`src/rtl/addition_result_reader_if.sv`:
```
// Bundle of the drain-control, buffer-read and result-stream signals of addition_result_reader.
// The master modport is the reader itself; the slave modport is its environment.
interface addition_result_reader_if #(
    parameter int DATA_W = 32,
    parameter int ADDR_W = 11,
    parameter int DEPTH  = 1024
);
    localparam int IDX_W = $clog2(DEPTH);

    logic              start;
    logic [IDX_W-1:0]  base_addr;
    logic [IDX_W:0]    length;

    logic              mem_CEN;
    logic              mem_WEN;
    logic              mem_RETN;
    logic [ADDR_W-1:0] mem_A;
    logic [DATA_W-1:0] mem_Q;

    logic              out_valid;
    logic              out_ready;
    logic [DATA_W-1:0] out_data;
    logic              out_last;

    logic              busy;
    logic              done;

    modport master (
        input  start, base_addr, length, mem_Q, out_ready,
        output mem_CEN, mem_WEN, mem_RETN, mem_A,
        output out_valid, out_data, out_last, busy, done
    );

    modport slave (
        output start, base_addr, length, mem_Q, out_ready,
        input  mem_CEN, mem_WEN, mem_RETN, mem_A,
        input  out_valid, out_data, out_last, busy, done
    );
endinterface

```
`src/rtl/addition_result_reader.sv`:
```
// Drains a window of a single-port result buffer (wrapping at DEPTH) into a
// ready/valid stream through a 2-entry fall-through FIFO.
module addition_result_reader #(
    parameter int DATA_W = 32,
    parameter int ADDR_W = 11,
    parameter int DEPTH  = 1024
) (
    input  logic                     CLK,
    input  logic                     RESET,
    addition_result_reader_if.master bus
);
    localparam int IDX_W = $clog2(DEPTH);

    typedef enum logic [1:0] {IDLE, RUN, DRAIN} state_t;

    state_t            state_reg;
    state_t            state_next;
    logic [IDX_W-1:0]  rd_addr_reg;
    logic [IDX_W:0]    rd_left_reg;
    logic [IDX_W:0]    len_reg;
    logic [IDX_W:0]    out_cnt_reg;
    logic              inflight_reg;
    logic [1:0]        count_reg;
    logic              wr_ptr_reg;
    logic              rd_ptr_reg;
    logic              done_reg;
    logic [DATA_W-1:0] fifo_mem [2];

    logic              issue;
    logic              pop;
    logic              push;
    logic              head_pop;
    logic              out_valid;
    logic              out_last;
    logic [DATA_W-1:0] out_data;

    // Occupancy counts both stored words and the word still on its way back
    // from the buffer, so a returning word always has a slot.
    always_comb begin
        state_next = state_reg;
        issue      = 1'b0;
        case (state_reg)
            IDLE: begin
                if (bus.start && bus.length != '0)
                    state_next = RUN;
            end
            RUN: begin
                issue = ({1'b0, count_reg} + {2'b00, inflight_reg}) < 3'd2;
                if (issue && rd_left_reg == (IDX_W+1)'(1))
                    state_next = DRAIN;
            end
            DRAIN: begin
                if (pop && out_last)
                    state_next = IDLE;
            end
            default: state_next = IDLE;
        endcase
    end

    always_ff @(posedge CLK) begin
        if (RESET)
            state_reg <= IDLE;
        else
            state_reg <= state_next;
    end

    // With the FIFO empty the word arriving on mem_Q is presented directly,
    // which gives the two-cycle start-to-valid latency and full throughput.
    assign out_valid = (count_reg != 2'd0) || inflight_reg;
    assign out_data  = (count_reg != 2'd0) ? fifo_mem[rd_ptr_reg] :
                       (inflight_reg ? bus.mem_Q : '0);
    assign out_last  = out_valid && (out_cnt_reg == len_reg - (IDX_W+1)'(1));
    assign pop       = out_valid && bus.out_ready;
    assign head_pop  = pop && (count_reg != 2'd0);
    assign push      = inflight_reg && !((count_reg == 2'd0) && pop);

    always_ff @(posedge CLK) begin
        if (RESET) begin
            rd_addr_reg  <= '0;
            rd_left_reg  <= '0;
            len_reg      <= '0;
            out_cnt_reg  <= '0;
            inflight_reg <= 1'b0;
            count_reg    <= 2'd0;
            wr_ptr_reg   <= 1'b0;
            rd_ptr_reg   <= 1'b0;
            done_reg     <= 1'b0;
        end else begin
            done_reg <= ((state_reg == DRAIN) && pop && out_last) ||
                        ((state_reg == IDLE) && bus.start && bus.length == '0);

            if (state_reg == IDLE && bus.start) begin
                rd_addr_reg <= bus.base_addr;
                rd_left_reg <= bus.length;
                len_reg     <= bus.length;
                out_cnt_reg <= '0;
            end else begin
                if (issue) begin
                    rd_addr_reg <= rd_addr_reg + IDX_W'(1);
                    rd_left_reg <= rd_left_reg - (IDX_W+1)'(1);
                end
                if (pop)
                    out_cnt_reg <= out_cnt_reg + (IDX_W+1)'(1);
            end

            inflight_reg <= issue;

            if (push)
                wr_ptr_reg <= ~wr_ptr_reg;
            if (head_pop)
                rd_ptr_reg <= ~rd_ptr_reg;

            case ({push, head_pop})
                2'b10:   count_reg <= count_reg + 2'd1;
                2'b01:   count_reg <= count_reg - 2'd1;
                default: count_reg <= count_reg;
            endcase
        end
    end

    genvar gi;
    generate
        for (gi = 0; gi < 2; gi++) begin : g_fifo
            always_ff @(posedge CLK) begin
                if (push && wr_ptr_reg == 1'(gi))
                    fifo_mem[gi] <= bus.mem_Q;
            end
        end
    endgenerate

    assign bus.mem_CEN   = !issue;
    assign bus.mem_WEN   = 1'b1;
    assign bus.mem_RETN  = 1'b1;
    assign bus.mem_A     = issue ? ADDR_W'(rd_addr_reg) : '0;
    assign bus.out_valid = out_valid;
    assign bus.out_data  = out_data;
    assign bus.out_last  = out_last;
    assign bus.busy      = (state_reg != IDLE);
    assign bus.done      = done_reg;
endmodule

```
`src/flat_wrapper.sv`:
```
// flat-port wrapper written by rule: the top's interface ports become plain ports
module addition_result_reader_flat 
#(
    parameter int DATA_W = 32,
    parameter int ADDR_W = 11,
    parameter int DEPTH  = 1024
)
  (CLK, RESET, bus_start, bus_base_addr, bus_length, bus_mem_Q, bus_out_ready, bus_mem_CEN, bus_mem_WEN, bus_mem_RETN, bus_mem_A, bus_out_valid, bus_out_data, bus_out_last, bus_busy, bus_done);
  addition_result_reader_if #(.DATA_W(DATA_W), .ADDR_W(ADDR_W), .DEPTH(DEPTH)) bus_i ();
  input  logic CLK;
  input  logic RESET;
  input wire logic [$bits(bus_i.start)-1:0] bus_start;
  input wire logic [$bits(bus_i.base_addr)-1:0] bus_base_addr;
  input wire logic [$bits(bus_i.length)-1:0] bus_length;
  input wire logic [$bits(bus_i.mem_Q)-1:0] bus_mem_Q;
  input wire logic [$bits(bus_i.out_ready)-1:0] bus_out_ready;
  output wire logic [$bits(bus_i.mem_CEN)-1:0] bus_mem_CEN;
  output wire logic [$bits(bus_i.mem_WEN)-1:0] bus_mem_WEN;
  output wire logic [$bits(bus_i.mem_RETN)-1:0] bus_mem_RETN;
  output wire logic [$bits(bus_i.mem_A)-1:0] bus_mem_A;
  output wire logic [$bits(bus_i.out_valid)-1:0] bus_out_valid;
  output wire logic [$bits(bus_i.out_data)-1:0] bus_out_data;
  output wire logic [$bits(bus_i.out_last)-1:0] bus_out_last;
  output wire logic [$bits(bus_i.busy)-1:0] bus_busy;
  output wire logic [$bits(bus_i.done)-1:0] bus_done;
  assign bus_i.start = bus_start;
  assign bus_i.base_addr = bus_base_addr;
  assign bus_i.length = bus_length;
  assign bus_i.mem_Q = bus_mem_Q;
  assign bus_i.out_ready = bus_out_ready;
  assign bus_mem_CEN = bus_i.mem_CEN;
  assign bus_mem_WEN = bus_i.mem_WEN;
  assign bus_mem_RETN = bus_i.mem_RETN;
  assign bus_mem_A = bus_i.mem_A;
  assign bus_out_valid = bus_i.out_valid;
  assign bus_out_data = bus_i.out_data;
  assign bus_out_last = bus_i.out_last;
  assign bus_busy = bus_i.busy;
  assign bus_done = bus_i.done;
  addition_result_reader #(.DATA_W(DATA_W), .ADDR_W(ADDR_W), .DEPTH(DEPTH)) u_core (.CLK(CLK), .RESET(RESET), .bus(bus_i));
endmodule
```
`config.mk`:
```
export PLATFORM = sky130hd
export DESIGN_NAME = addition_result_reader_flat
export DESIGN_NICKNAME = d
export VERILOG_FILES = /design/src/rtl/addition_result_reader_if.sv /design/src/rtl/addition_result_reader.sv /design/src/flat_wrapper.sv
export SDC_FILE = /design/constraint.sdc
export NUM_CORES = 1
export LEC_CHECK = 0
export ABC_AREA = 1
export CAP_MARGIN = 30
export CORE_ASPECT_RATIO = 0.75
export CORE_MARGIN = 5
export CORE_UTILIZATION = 45
export DETAILED_ROUTE_END_ITERATION = 12
export GPL_TIMING_DRIVEN = 0
export PLACE_DENSITY = 0.74
export SLEW_MARGIN = 20
export SYNTH_ARGS = -nofsm -noshare
export SYNTH_HDL_FRONTEND = slang
export SYNTH_SLANG_ARGS = --single-unit
```
`constraint.sdc`:
```
create_clock -name CLK -period 2.8 [get_ports CLK]
set_clock_uncertainty 0.2 [all_clocks]
set_input_delay 0.56 -clock CLK [delete_from_list [all_inputs] [get_ports CLK]]
set_output_delay 0.56 -clock CLK [all_outputs]
set_load 0.03 [all_outputs]
```
==> reports/metrics.yaml <==
drt-initial-drc-count: 462
synthTopCellsByCount: "nand2_1, o21ai_0, nor2_1"
cts_htree_levels: 4
hold_viol_final: 0
crit_family: "simple AND/OR/NAND/NOR gates"
critPathMaxStageDelay_ns: 0.35
antenna_cells: 0
holdWs_ns: 0.2572
place.gp.congestion: 0.8962
yosysSeqAreaShare: 0.5366
peakVddDrop_uv: 341.0
min-delay-path-class: "flip-flop to flip-flop"
cts_made_buffers: 17
critical_path_arrival_ns: 1.99
grt_pass1_wl_microns: 23320
post-route-min-period_ns: 2.753
start_util: 0.4552
power_density_mw_per_mm2: 662.6
drt-pass1-iter-count: 5
r2r-start: "u_core.state_reg[0]"
grt_max_degree: 22
setup_slack_ns: 0.04692
critPathSlowestCell: "dfxtp_1"
synth.most_common_cell: "nand2_1"
cts.repair.resized: 128
ios: 107
async_flop_share: 0
area_growth_pct: 32.31
drive_gt1_frac: 0.1436
hold_depth: 2
drv_cap: 0
period_share: 0.9832
die_y_microns: 105.9
worstSkewPairLatency_ns: 0.41
tightest_slew_ns: 0.5729
dp_hpwl_microns: 10430
critPathRequiredTime_ns: 2.04
synth-edff-count: 64
r2r_cells: 7
cp_max_fo: 5
top_register: "u_core.fifo_mem"
fp.coreArea_sq_mm: 0.01213
yosysTopAreaCell: "edfxtp_1"
ys_seq_elements: 116
cts_setup_buffers: 0
achievable-frequency_mhz: 363.2
cts_tree: "built"
path_buf_inv: 1
largest_reg_flops: 64
rows: 35
critical_path.cell_chain: "nor2_2, nand2_1, nor2_2, nand3b_1, nand2_1, nand2_1, nor4_2, buf_4"
maxSlewViolCount: 0
fin_setup_tns_ns: 0
postRouteWirelength_microns: 14910
ff2ff_setup_slack_ns: 0.68
io_buffers: 103
syn_area_sq_mm: 0.005522
place_inst: 922
die_w_microns: 137.9
worst_hold_startpoint: "u_core.len_reg[10]"
gr-usage-all-layers: 0.2023
r2r-end: "u_core.len_reg[8]"
synth_cells: 650
final_cell_area_sq_mm: 0.007306
status: "completed"
grt_antenna_before_repair: 0
wl_per_cell_microns: 15.64
cts_hold_buffers: 0
vias_per_cell: 5.345
postPlaceCellArea_sq_mm: 0.006840
stdcell_count: 953
ys_warn_count: 0
worstSetupPathType: "flip-flop to output pin"
ys.flop_type: "edfxtp_1"
cp-start-kind: "flip-flop"
finish.utilization: 0.6023
end_kind: "output pin"
rsz0062_at_grt: "true"
power_mw: 4.841
power.leakage_nw: 2.764
vias: 5094
cp.depth: 8
crit_top_cell: "nand2_1"
clk_pin_slew_ns: 0.05
finalSetupViolCount: 0
grt-ovfl-total: 0
relSlewSlack: 0.6172
nNetsFinal: 838
synthTopCellsByArea: "edfxtp_1, dfxtp_1, o21ai_0, nand2_1, nand3_1"
cts.sinks: 116
dieArea_sq_mm: 0.01461
ant_nets: 0
drc_errors: 0
grt_pass1_vias: 4783
synth_top_area_frac: 0.3481
clock_path_buffers: 2
ys_types: 37
min_to: "u_core.len_reg[10]"
pre_cts_slack_ns: -0.1805
clockRootBuffer: "clkbuf_16"
syn_avg_cell_area_sq_um: 8.495
layout by cell type (no fill, tap or decap), drive strengths merged:
cell           instances
a211oi                 2
a21oi                 23
a31oi                  8
and2                   1
buf                   23
bufinv                 1
clkbuf                52
clkdlybuf4s15         13
clkdlybuf4s18          2
clkdlybuf4s50         59
clkinv                 9
clkinvlp               2
conb                   3
dfxtp                 52
dlygate4sd2            4
edfxtp                64
ha                     6
inv                   63
nand2                111
nand3                 62
nand3b                 2
nand4                  5
nor2                  84
nor3                   9
nor3b                  1
nor4                   3
o211ai                 4
o21ai                 93
o22ai                  5
o311ai                 3
o31ai                  1
o41ai                  1
or2                    1
xnor2                  6
xor2                   9
power breakdown:
part	internal (mW)	switching (mW)	total, mW
sequential	1.89	0.0652	1.95
clock	1.20	0.742	1.95
combinational	0.337	0.607	0.944
total	3.43	1.41	4.84
cells by family after synthesis:
kind of cell,count (synthesis),synth area share
compound gates,140,0.1357
flops,116,0.5366
buf+inv,92,0.06594
other cells,2,0.001360
xor+xnor,15,0.02379
simple gates,279,0.2230
fa+ha+maj,6,0.01360
final cells by class:
type,count,area [sq um]
tap,166,207.7
multi-input combinational,443,2246
buffer,27,138.9
clock inverter,10,86.33
inverter,65,246.5
timing repair buffer,105,973.4
fill,1026,4825
clock buffer,21,440.4
sequential,116,2967
worst register-to-register path: stages (launching register included):
cell	delay [ns]
dfxtp_1	0.34
nor2_1	0.08
nand2_1	0.25
inv_1	0.21
nor2_2	0.34
inv_1	0.20
buf_2	0.24
o21ai_0	0.18
worst max-delay path by stage:
stage / from / endpoint / slack (ns)
3_5_place_dp: u_core.len_reg[0] / bus_out_last / -0.18
5_1_grt: u_core.len_reg[0] / bus_out_last / -0.07
4_1_cts: u_core.len_reg[0] / bus_out_last / -0.02
2_1_floorplan: bus_out_ready / u_core.fifo_mem[0][0] / 0.02
6_report: u_core.len_reg[3] / bus_out_last / 0.05
3_3_place_gp: bus_out_ready / u_core.fifo_mem[0][2] / -1.27
per-layer routing:
| layer | up-vias | GRT usage | routed length [microns] | part of all wire |
|---|---|---|---|---|
| li1 | 2462 | - | - | - |
| met1 | 2362 | 0.2739 | 6647 | 0.45 |
| met2 | 250 | 0.3172 | 6730 | 0.45 |
| met3 | 20 | 0.05629 | 1365 | 0.092 |
| met4 | 0 | 0.05994 | 162 | 0.011 |
| met5 | - | 0 | 0 | 0 |
(Power assumes the default switching activity.)
